File: config.mk
export PLATFORM = sky130hd
export DESIGN_NAME = uc_pila
export DESIGN_NICKNAME = d
export VERILOG_FILES = /design/src/rtl/uc_pila.sv
export SDC_FILE = /design/constraint.sdc
export NUM_CORES = 1
export LEC_CHECK = 0
export CAP_MARGIN = 20
export CORE_AREA = 2 2 80 82
export DETAILED_ROUTE_END_ITERATION = 7
export DIE_AREA = 0 0 82 84
export PLACE_DENSITY = 0.79
export SYNTH_ARGS = -nofsm -noshare
export SYNTH_HDL_FRONTEND = slang
export SYNTH_SLANG_ARGS = --single-unit
export TNS_END_PERCENT = 10
File: constraint.sdc
create_clock -name clk -period 2.35 [get_ports clk]
set_clock_uncertainty 0.15 [all_clocks]
set_input_delay 0.47 -clock clk [delete_from_list [all_inputs] [get_ports clk]]
set_output_delay 0.47 -clock clk [all_outputs]
set_load 0.01 [all_outputs]
File: src/rtl/uc_pila.sv
// Control unit with PC sequencer and return-address stack for the single-cycle CPU.
// Optional feature: define UC_STACK_ERR_EN to trap stack overflow/underflow into FAULT.
module uc_pila #(
    parameter int unsigned PC_W  = 10,
    parameter int unsigned DEPTH = 4
) (
    input  logic            clk,
    input  logic            reset,
    input  logic [5:0]      opcode,
    input  logic            z,
    input  logic [PC_W-1:0] jump_addr,
    output logic [PC_W-1:0] pc,
    output logic            s_inm,
    output logic            we3,
    output logic            wez,
    output logic [2:0]      op_alu,
    output logic            halted,
    output logic            fault
);

    localparam int unsigned AW   = (DEPTH > 1) ? $clog2(DEPTH) : 1;
    localparam int unsigned SP_W = $clog2(DEPTH) + 1;
    localparam logic [SP_W-1:0] SP_FULL = SP_W'(DEPTH);

    typedef enum logic [1:0] {
        RUN   = 2'b00,
        HALT  = 2'b01,
        FAULT = 2'b10
    } state_t;

    state_t            state, state_next;
    logic [SP_W-1:0]   sp;
    logic [PC_W-1:0]   stack [DEPTH];
    logic [PC_W-1:0]   pc_next, pc_inc, top;
    logic [AW-1:0]     top_idx;
    logic              push, pop, full, empty;

    assign pc_inc  = pc + PC_W'(1);
    assign full    = (sp == SP_FULL);
    assign empty   = (sp == '0);
    assign top_idx = AW'(sp - SP_W'(1));
    assign top     = stack[top_idx];

    assign halted = (state == HALT);
`ifdef UC_STACK_ERR_EN
    assign fault  = (state == FAULT);
`else
    assign fault  = 1'b0;
`endif

    always_comb begin
        s_inm      = 1'b0;
        we3        = 1'b0;
        wez        = 1'b0;
        op_alu     = '0;
        pc_next    = pc;
        state_next = state;
        push       = 1'b0;
        pop        = 1'b0;
        if (state == RUN) begin
            casez (opcode)
                6'b0?????: begin
                    op_alu  = opcode[4:2];
                    we3     = 1'b1;
                    wez     = 1'b1;
                    pc_next = pc_inc;
                end
                6'b11????: begin
                    s_inm   = 1'b1;
                    we3     = 1'b1;
                    pc_next = pc_inc;
                end
                6'b100000: pc_next = jump_addr;
                6'b100010: pc_next = z ? jump_addr : pc_inc;
                6'b100011: pc_next = z ? pc_inc : jump_addr;
                6'b100100: begin
`ifdef UC_STACK_ERR_EN
                    if (full) begin
                        state_next = FAULT;
                    end else begin
                        push    = 1'b1;
                        pc_next = jump_addr;
                    end
`else
                    // A full stack silently drops the return address.
                    push    = !full;
                    pc_next = jump_addr;
`endif
                end
                6'b100101: begin
                    if (empty) begin
`ifdef UC_STACK_ERR_EN
                        state_next = FAULT;
`else
                        pc_next = pc_inc;
`endif
                    end else begin
                        pop     = 1'b1;
                        pc_next = top;
                    end
                end
                6'b100110: state_next = HALT;
                default:   pc_next = pc_inc;
            endcase
        end
    end

    always_ff @(posedge clk or negedge reset) begin
        if (!reset) begin
            pc    <= '0;
            sp    <= '0;
            state <= RUN;
            for (int unsigned i = 0; i < DEPTH; i++) begin
                stack[i] <= '0;
            end
        end else begin
            pc    <= pc_next;
            state <= state_next;
            if (push) begin
                stack[AW'(sp)] <= pc_inc;
                sp             <= sp + SP_W'(1);
            end else if (pop) begin
                sp <= sp - SP_W'(1);
            end
        end
    end

endmodule
Yosys cells after proc, flatten, opt, wreduce, memory -nomap -nowiden:

Index checks and enable logic that the tools add are counted.
W data, S select, Z words.

* register bits after elaboration: 54
* bits of input ports: 19
* output and inout bits: 18
* word-level logic and storage cells: 59

* add/subtract/negate cells: 3
* order comparisons: 3
* equality and inequality tests: 8
* muxes and demuxes: 25
* bitwise gates (word level): 4
* reductions and logical operators: 9

Operators by type and width (number)
* $mux W10: 6
* $pmux W10 S5: 1
* $bwmux W40: 1
* $eq A6 B6 Y1 const B: 6
* $bmux W10 S2: 1
* $demux W10 S2: 1
* $mux W3: 4
* $mux W1: 11
* $add A10 B1 Y10 const B: 1
* $ge A3 B3 Y1 const B: 2
* $not A2 Y3: 2
* $reduce_and A2 Y1: 2
* $reduce_or A2 Y1: 2
* $add A3 B1 Y3 const B: 1
* $eq A3 B3 Y1 const B: 1
* $logic_not A3 Y1: 1
* $lt A3 B1 Y1 const B: 1
* $sub A3 B1 Y3 const B: 1
* $eq A2 B2 Y1 const B: 1
* $logic_not A2 Y1: 1
* $not A1 Y1: 2
* $reduce_bool A2 Y1: 1
* $logic_and A1 B1 Y1: 1
* $logic_not A1 Y1: 1

Depth between registers and ports, before layout:

* depth in word-level cells: 7
* depth in mapped cells: 9
* depth with buffers taken out: 7

Worst setup path before layout:

Ideal clock, no wire load.

* path type: reg2reg
* start: register sp[0]
* end: register pc[4]
* setup time: 0.126 ns
* arrival: 2.236 ns
* data required time: 2.074 ns
* path slack: -0.162 ns
* stages on the path, launching flop included: 9
* path buffers: 2
* clock period less this slack: 2.512 ns
* cells stage by stage: dfrtp_1 -> buf_2 -> inv_1 -> ha_1 -> clkbuf_1 -> mux4_2 -> nand2_1 -> a21oi_1 -> o32a_1

* longest elaborated chain between the ends: 7
* elaborated cells between the ends (all ways): 8
* classes of those cells: 1 x add/sub; 5 x mux; 1 x bitwise; 1 x reduce/logical

RTL lines
* start: declaration: RTL line 32 `logic [SP_W-1:0] sp;`
* start signal: assignment: RTL line 121 `sp <= sp + SP_W'(1);`
* start signal: assignment: RTL line 123 `sp <= sp - SP_W'(1);`
* $sub A3 B1 Y3
* net top_idx[0]: RTL line 35 `logic [AW-1:0] top_idx;`
* $not A2 Y3 (implied by the code): RTL line 42 `assign top = stack[top_idx];`
* $bmux W10 S2: RTL line 42
* $mux W10 (implied by the code) (2 in series): RTL line 42
* $mux W10: RTL line 91 `if (empty) begin`
* $pmux W10 S5: RTL line 61 `casez (opcode)`
* end signal: assignment: RTL line 117 `pc <= pc_next;`
* end: declaration: RTL line 12 `output logic [PC_W-1:0] pc,`

The timed path passes the listed nets, and every way through them passes these cells. The select of a mux whose other input is x is not followed.
A chain may end at the register's enable or synchronous reset.

Final worst setup path:

* start: input port opcode[5]
* end: register stack[14] (netlist name)

* longest elaborated chain between the ends: 3

RTL lines
* start: declaration: RTL line 9 `input logic [5:0] opcode,`
* $eq A6 B6 Y1: RTL line 61
* $mux W1: RTL line 61
* $mux W1: RTL line 60 `if (state == RUN) begin`
* end signal: indexed assignment: RTL line 120 `stack[AW'(sp)] <= pc_inc;`
* end: declaration: RTL line 33 `logic [PC_W-1:0] stack [DEPTH];`

No other way between the ends.

==> results.md <==
- Status: finished clean
- Final weighted congestion in routability-driven placement: 0.856
- Maximum number of pins on one net before global-route repair: 35
- Distinct cells, synth: 50
- Net switching power figure: 0.00138 W
- Post-route cell area: 0.00379 mm^2
- Final layout net count: 394
- Routed wl met3: roughly 430 um
- Crit Path Max Fanout: 7
- Final setup violation count: 0
- Synth Area in Adders: 2.55%
- Via count of the first global-routing pass: 2522
- Commonest register cell after synthesis: sky130_fd_sc_hd__dfrtp_1
- Worst-skew pair later-pin latency: 0.32 ns
- Required time reported for the critical path endpoint: between 2 and 2.5 ns
- Arrival @ worst endpoint: 2.35 ns
- I/O pins: 37
- Leakage power summed over all cells: 1.66 nW
- Number of rows created at floorplan: 29
- Detail-routed net length per standard cell: 16.4 um
- Least-Margin Pin Slew: 0.533 ns
- Initial antenna violation count: 0
- Critical path type: input port to flip-flop
- CTS tree: built
- Combined area of all synthesized cells: just under 0.003 mm^2
- Compound-Gate Fraction of Synth Area: about 18%
- Total length of routed wires: 7330 um
- Area inside the core boundary: 0.00610 mm^2
- EDFF count, synth: 0
- Number of remaining DRC errors: 0
- Combinational family with the most area after synthesis: simple AND/OR/NAND/NOR gates
- Post-synthesis to final-layout area growth: 28.7%
- Xor/xnor share of the synthesized area: 3.27%
- Gate count after technology mapping: 297
- Hold violation count in the final report: 0
- Global-route congestion overflow total: 0
- Multiplexer fraction of the synthesized cell area: 9.17%
- Die Height: 84 um
- First-iteration detailed-routing DRC count: ~180
- IR Drop Worst-Case VDD: 0.604 mV
- Total of buffers placed on input and output ports: 35
- Fraction of layout cells with a size suffix above 1: about a fifth
- H-tree depth: 2
- CTS buffer count: 5
- Top area cells in the synthesized netlist: sky130_fd_sc_hd__dfrtp_1 (46%), sky130_fd_sc_hd__o21ai_0 (8.2%), sky130_fd_sc_hd__mux4_2 (7.6%)
- DR vias: 2529
- Post-placement worst setup slack: -0.307 ns
- Clock transition at path regs: 0.10 ns
- Wire length of the first global-routing pass: 12200 um
- Die Outline Area: slightly below 0.007 mm^2
- Max transition margin: 64.4%
- Element type at the critical path end: flip-flop
- Simple logic cell fraction of the synthesized area: around 18%
- Final Max Slew Viols: 0
- Power per unit of standard cell area: between 900 and 1000 mW/mm^2
- Path type of the worst min-delay path: flip-flop to flip-flop
- Relative contribution of the clock network to total power: 18.2%
- Overall die width: just over 80 um
- Placed inst area: 0.00365 mm^2
- Worst setup SP type: input port
- Final critical path time including I/O delays and setup: 2.32 ns
- Net Count, Synth: 322
- PnR worst setup slack: 0.0287 ns
- Via-to-Cell Ratio: 5.66
- Internal power: 0.00230 W
- CTS root buf: sky130_fd_sc_hd__clkbuf_8
- Post-route antenna net violation count: 0
- Sw Share: 37.6%
- Sequential cell area fraction in the yosys report: 45.9%
- Share of power burned in registers: 38.7%
- Post-Syn Area per Cell: 9.92 um^2
- HPWL after detailed placement: 5480 um
- Wire length on met2: 3510 um
- Flops & latches, synth: 54
- Wire length the detailed router placed on met1: 3200 um
- Final Cycle Share: ~99%
- Minimum hold slack: 0.335 ns
- GRT Resource Usage Total: 23.1%
- Initial DRT Pass Iterations: 4
- Top layer reached by signal wires: met4
- Cell type with the highest aggregate area in the netlist: sky130_fd_sc_hd__dfrtp_1
- Total Neg Setup Slack: 0 ns
- Max-capacitance violation count: 0
- N_diodes: 0
- Share of flip-flops with an asynchronous set or reset after synthesis: 100%
- Timing-limited maximum frequency: 431 MHz
- Unrepaired setup endpoints after global routing: true
- CTS Sinks: 54
- Core occupancy in the finished layout: roughly 62%
- Starting Density: 48.3%
- Buffer depth of the longest clock path: 2
- Count of warnings emitted by yosys: 0
- Part of the power in combinational logic: a little over two fifths
- Synth top area share: 45.9%
==> critical path, cell delays in order <==
cell and delay (ns):
sky130_fd_sc_hd__clkdlybuf4s50_1 0.47, sky130_fd_sc_hd__or3b_4 0.40, sky130_fd_sc_hd__a2111oi_4 0.31, sky130_fd_sc_hd__buf_4 0.22
sky130_fd_sc_hd__nand3_2 0.12, sky130_fd_sc_hd__buf_4 0.18, sky130_fd_sc_hd__nand2_1 0.07, sky130_fd_sc_hd__o21ai_0 0.11
==> sequential cells by signal, summed over array words and instances, names as in the netlist <==
name and cells:
stack 40, pc 10, sp 3, state 1
==> cell usage in the layout, fill, tap and decap left out, types with 5 or more instances in the layout <==
master	n
sky130_fd_sc_hd__a22oi_1	6
sky130_fd_sc_hd__and2_1	7
sky130_fd_sc_hd__dfrtp_1	54
sky130_fd_sc_hd__a21oi_1	11
sky130_fd_sc_hd__inv_1	9
sky130_fd_sc_hd__clkbuf_8	6
sky130_fd_sc_hd__nand3_1	5
sky130_fd_sc_hd__nand2_1	45
sky130_fd_sc_hd__clkdlybuf4s50_1	28
sky130_fd_sc_hd__mux4_2	10
sky130_fd_sc_hd__nor2_1	11
sky130_fd_sc_hd__xor2_1	7
sky130_fd_sc_hd__ha_1	6
sky130_fd_sc_hd__nand2b_1	6
sky130_fd_sc_hd__buf_4	39
sky130_fd_sc_hd__dlygate4sd2_1	5
sky130_fd_sc_hd__nand4_1	5
sky130_fd_sc_hd__o21ai_0	46
==> per-layer routing <==
layer / up-vias / track usage, %
met5: - / 0
met4: 0 / 10.3
met3: 15 / 3.57
met2: 108 / 35.5
met1: 1201 / 32.2
li1: 1205 / -
==> cells in the mapped netlist (all sizes together) (2+ instances only) <==
master	number
nor3	4
nor2	12
inv	10
and2	7
nand3	9
o221ai	2
or3b	2
ha	6
dfrtp	54
nor2b	2
o21ai	49
nand2b	6
nor3b	2
nand4	5
buf	6
nand2	45
a21oi	11
a22oi	6
xnor2	4
clkbuf	7
a31oi	4
a21boi	4
mux4	10
xor2	7
mux2	4
and3	3
==> stage by stage <==
stage | instances | total power (W)
floorplan | 297 | 0.00233
global placement | 437 | 0.00294
detailed placement | 437 | 0.00300
CTS | 446 | 0.00367
global route | 447 | 0.00391
finish | 447 | 0.00368
==> path summary, 6_finish.rpt <==
kind                                            start               endpoint  slack, ns  cells after the start
worst min register to register  stack[12]$_DFFE_PN0P_  stack[12]$_DFFE_PN0P_       0.34                      2
min in group asynchronous                       reset      pc[6]$_DFFE_PN0P_       0.51                      2
worst max register to register      pc[3]$_DFFE_PN0P_      pc[7]$_DFFE_PN0P_       0.17                      5
max in group asynchronous                       reset  stack[17]$_DFFE_PN0P_       0.97                      3
worst min-delay path            stack[12]$_DFFE_PN0P_  stack[12]$_DFFE_PN0P_       0.34                      2
worst max-delay path                        opcode[5]  stack[14]$_DFFE_PN0P_       0.03                      8
==> power by group through the flow <==
stage | Combinational, W | Clock, W | Sequential (W)
floorplan | 0.000902 | 0 | 0.00143
global placement | 0.00153 | 0 | 0.00141
detailed placement | 0.00157 | 0 | 0.00143
CTS | 0.00158 | 0.000677 | 0.00142
global route | 0.00174 | 0.000715 | 0.00145
finish | 0.00159 | 0.000670 | 0.00142
==> logic make-up after synthesis <==
kind of cell / after synthesis
AO/OA/AOI/OAI: 86
XOR/XNOR: 11
adder cells (fa/ha/maj): 6
buffers and inverters: 23
flip-flops: 54
multiplexers: 14
other: 1
AND/OR/NAND/NOR: 102
==> cell type report <==
class / instances / area (um^2)
multi-input combinational: 220 / 1490
clock buffer: 6 / 82.6
clock inverter: 2 / 38.8
sequential: 54 / 1350
inverter: 10 / 37.5
fill: 492 / 2300
tap: 77 / 96.3
timing repair buffer: 78 / 694
==> timing repair <==
| action | in CTS | in global routing |
|---|---|---|
| setup endpoints to repair | 7 | 11 |
| hold buffers | 1 | 0 |
| resized for setup | 8 | 4 |
| cloned | 0 | 0 |
| buffers inserted | 0 | 1 |
| hold endpoints to repair | 20 | 0 |
No activity file was read; power rests on OpenSTA's default activity.
==> RTL change 1 (same settings) <==
`PC_W`: 10 -> 5.
--- a/src/rtl/uc_pila.sv
+++ b/src/rtl/uc_pila.sv
@@ -3,3 +3,3 @@
 module uc_pila #(
-    parameter int unsigned PC_W  = 10,
+    parameter int unsigned PC_W  = 5,
     parameter int unsigned DEPTH = 4
Ports: changed (resized jump_addr and pc); port bits go from 37 to 27. The function was not compared with the original's and may differ.
==> RTL change 1 against the unedited design <==
Routed wire length decreased by 47%. Sequential cell count decreased by 25. Non-clock buffer count down 28. Final area is 39% lower. Area after synthesis shrank 43%. Setup slack better by 0.093 ns. Power down 70%. Combinational power fell by 95%. Critical endpoint is now stack[19]$_DFFE_PN0P_. Largest cell class unchanged. Largest power group is now the clock network.
==> RTL change 1: results (changes against the unedited design) <==
status completed (unchanged); area of the multi-input gates 925 µm² (was 1490 µm²); cell count after placement 281 (was 437); vias in the first global route 1422 (was 2522); WHS Endpoint stack[5]$_DFFE_PN0P_ (was stack[12]$_DFFE_PN0P_); Layout area overhead 37.3% (was 28.7%); Synth Register Bits 29 (was 54); final wirelength 3.87 mm (was 7.33 mm); Resized cells post-CTS 6 (was 8); Netlist cell types 42 (was 50); Post-synth top cells dfrtp_1, o21ai_0, nand2_1, mux2_2, a21oi_1 (was dfrtp_1, o21ai_0, nand2_1, nor2_1, a21oi_1); CTS clk-pin slew, worst paths 0.06 ns (was 0.10 ns); share of layout cells above drive strength 1 25.9% (was 21.1%); Seq/total area 31.2% (was 35.6%); Met3 Routed Length 140 µm (was 433 µm); Hold Slack 0.334 ns (was 0.335 ns); reg2reg setup slack 0.19 ns (was 0.17 ns); WL/cell 13.4 µm (was 16.4 µm); R2R Path End pc[3]$_DFFE_PN0P_ (was pc[7]$_DFFE_PN0P_); fin nets 231 (was 394); PortBufs 25 (was 35); CLK BUF 7 (was 6); Worst-Skew Late Latency 0.28 ns (was 0.32 ns); gpl congestion 0.889 (was 0.856); delay-heaviest family, CP simple AND/OR/NAND/NOR gates (was buffers and inverters); Clock buf/inv share 5.01% (was 3.20%); crit path DAT 2.25 ns (was 2.35 ns); DR vias/cell 4.71 (was 5.66); reg2reg start sp[1]$_DFFE_PN0P_ (was pc[3]$_DFFE_PN0P_); ys async rst share 100% (unchanged); Non-Clock Buffer Count 50 (was 78); first-pass GRT wire length 6.51 mm (was 12.2 mm); peak supply drop 0.000225 V (was 0.000604 V); Static Leak 1.05 nW (was 1.66 nW); Slowest-stage cell, CP a2111oi_4 (was clkdlybuf4s50_1); biggest regs stack x20, pc x5, sp x3 (was stack x40, pc x10, sp x3); Initial DRC Count 58 (was 183); syn nets 179 (was 322); DRT met1 WL 1.81 mm (was 3.20 mm); top cells by area, synth dfrtp_1, mux2_2, mux4_2, ha_1, o21ai_0 (was dfrtp_1, o21ai_0, mux4_2, nand2_1, ha_1); Non-clk invs 7 (was 10); GRT met3 Usage 3.79% (was 3.57%); largest net degree at the start of global routing 30 (was 35); final worst path period share 94.8% (was 98.8%); Multi-In Gates 118 (was 220); met2 GRT Util 19.4% (was 35.5%); sequential fraction of the synthesis area 42.9% (was 45.9%); Post-Place Worst Slack -0.247 ns (was -0.307 ns); placed inst area 2210 µm² (was 3650 µm²); Fillers 596 (was 492); Synth Flop Type dfrtp_1 (unchanged)
-- RTL change 1: cell count changes after synthesis, moves of 5 or more --
cell	before	now
mux2_2	4	12
mux4_2	10	5
a22oi_1	6	1
dfrtp_1	54	29
nand4_1	5	0
xor2_1	7	2
nand2_1	45	13
o21ai_0	48	14
-- RTL change 1: power breakdown --
part | internal (W) | total, W | switching [W]
combinational | 0.0000434 | 0.0000798 | 0.0000364
clock | 0.000345 | 0.000536 | 0.000191
sequential | 0.000499 | 0.000499 | 0
-- RTL change 1: cell families (layout without fill, tap and decap cells) --
kind of cell | after synthesis | after routing | synth area share (%)
simple gates | 49 | 49 | 16.3
compound gates | 39 | 39 | 15.4
flops | 29 | 29 | 42.9
mux | 17 | 17 | 14.6
buf+inv | 12 | 65 | 2.96
fa+ha+maj | 6 | 6 | 4.43
xor+xnor | 6 | 6 | 3.10
other cells | 1 | 1 | 0.222
==> RTL change 2 (same flow settings) <==
Without the edit above. Re-encode `state_t` (3 states) as one-hot, 3 bits wide.
--- a/src/rtl/uc_pila.sv
+++ b/src/rtl/uc_pila.sv
@@ -24,6 +24,6 @@
 
-    typedef enum logic [1:0] {
-        RUN   = 2'b00,
-        HALT  = 2'b01,
-        FAULT = 2'b10
+    typedef enum logic [2:0] {
+        RUN   = 3'b001,
+        HALT  = 3'b010,
+        FAULT = 3'b100
     } state_t;
Behaviour: same outputs for any inputs over 10 cycles, from zero or initial values and one cycle with reset low; not proved beyond that.
==> RTL change 2 against the unedited design <==
The run now ends with hold timing left. Sequential cell count up 1. Area after synthesis up 4.2%. Via count up 2.1%. Routed wire length down 0.49%. Setup slack better by 0.12 ns. Die area unchanged. Final area up 1.6%. Critical path type is now in -> out. Critical endpoint is now we3.
Power is not compared: it rests on default switching activity, and its combinational part moved more than twofold at a synthesized area within 25%.
==> RTL change 2: results (changes against the unedited design) <==
status finished with violations (was completed); failing checks hold timing; reg2reg setup slack 0.19 ns (was 0.17 ns); complex-gate fraction of the synthesized area 16.3% (was 17.6%); Avg Cell Area, Syn 9.81 µm² (was 9.92 µm²); Initial DRC Count 124 (was 183); WL/cell 16.0 µm (was 16.4 µm); worst hold path class in -> async (was reg -> reg); syn nets 338 (was 322); GR Util All Layers 22.9% (was 23.1%); top cells by area, synth dfrtp_1, mux4_2, o21ai_0, nand2_1, ha_1 (was dfrtp_1, o21ai_0, mux4_2, nand2_1, ha_1); Fillers 480 (was 492); crit path DAT 1.58 ns (was 2.35 ns); Reg2Reg Depth 6 (was 5); Fmax 0.454 GHz (was 0.431 GHz); Worst Tran Pin Value 0.581 ns (was 0.533 ns); Post-synth top cells dfrtp_1, nand2_1, o21ai_0, nor2_1 (was dfrtp_1, o21ai_0, nand2_1, nor2_1, a21oi_1); reg2reg start sp[1]$_DFFE_PN0P_ (was pc[3]$_DFFE_PN0P_); met2 GRT Util 36.4% (was 35.5%); placed inst area 3760 µm² (was 3650 µm²); Met3 Routed Length 361 µm (was 433 µm); Final Hold Viols 8 (was 0); hpwl dp 5.48 mm (about the same); DRT met1 WL 3.28 mm (was 3.20 mm); multiplexer share of the synthesized area 9.25% (was 9.17%); largest net degree at the start of global routing 34 (was 35); uppermost layer routed met4 (unchanged); gpl congestion 0.854 (was 0.856); DR vias/cell 5.67 (was 5.66); R2R Path End pc[5]$_DFFE_PN0P_ (was pc[7]$_DFFE_PN0P_); share of layout cells above drive strength 1 19.3% (was 21.1%); Post-Place Worst Slack -0.132 ns (was -0.307 ns); non-filler instance count after layout 455 (was 447); fin nets 402 (was 394); vias in the first global route 2579 (was 2522); M1 GR Usage 32.4% (was 32.2%); GRT met3 Usage 2.71% (was 3.57%); Netlist cell types 55 (was 50); Final Power roughly 0.0016 W; cell count after placement 447 (was 437); sequential fraction of the synthesis area 44.9% (was 45.9%); CTS buffer count 5 (unchanged); maximum fanout along the worst path 5 (was 7); Synth Area in Adders 2.44% (was 2.55%); Largest stage delay, worst path 0.54 ns (was 0.47 ns); metal2 WL 3.55 mm (was 3.51 mm); Hold Slack -0.00772 ns (was 0.335 ns); Post-Synth XOR/XNOR Area 3.42% (was 3.27%); first-pass GRT wire length 12.2 mm (about the same)
-- RTL change 2: changes by cell type after synthesis, moves of 3 or more --
cell / before / now
a222oi_1: 0 / 3
a22oi_1: 6 / 3
xor2_1: 7 / 4
a21boi_0: 4 / 1
nand3_2: 4 / 0
and2_1: 7 / 4
xnor2_1: 4 / 8
nand2_1: 45 / 51
o21ai_0: 48 / 43
nand2_2: 0 / 3
nor2b_1: 2 / 8
-- RTL change 2: kinds of logic (layout without fill, tap and decap cells) --
kind of cell | count (synthesis) | count (layout)
DFF | 55 | 55
xor gates and xnor gates | 12 | 12
other | 1 | 1
muxes | 15 | 15
and+or+nand+nor | 119 | 119
AOI/OAI and AO/OA | 81 | 81
adders and majority gates | 6 | 6
buffers and inverters | 24 | 89
-- RTL change 2: worst max path at each step --
stage,startpoint,to,cells after the start
after floorplan,sp[0]$_DFFE_PN0P_,pc[3]$_DFFE_PN0P_,7
after global placement,opcode[1],pc[7]$_DFFE_PN0P_,7
after detailed placement,opcode[1],pc[9]$_DFFE_PN0P_,7
after CTS,state[0]$_DFFE_PN1P_,wez,3
after global routing,sp[1]$_DFFE_PN0P_,pc[8]$_DFFE_PN0P_,7
final,opcode[5],we3,4
-- RTL change 2: layout make-up --
cell class                 count  area [µm²]  share of cell area, %
multi-input combinational    234        1580                   41.0
clock buffer                   6        72.6                   1.88
timing repair buffer          74         683                   17.7
tap                           77        96.3                   2.50
sequential                    55        1380                   35.8
inverter                       7        26.3                  0.682
clock inverter                 2        16.3                  0.422
-- RTL change 2: repair_timing --
item / 4_1_cts / 5_1_grt
setup endpoints to repair: 6 / 1
setup buffers: 0 / 0
gates resized for setup: 9 / 1
gates cloned: 0 / 0
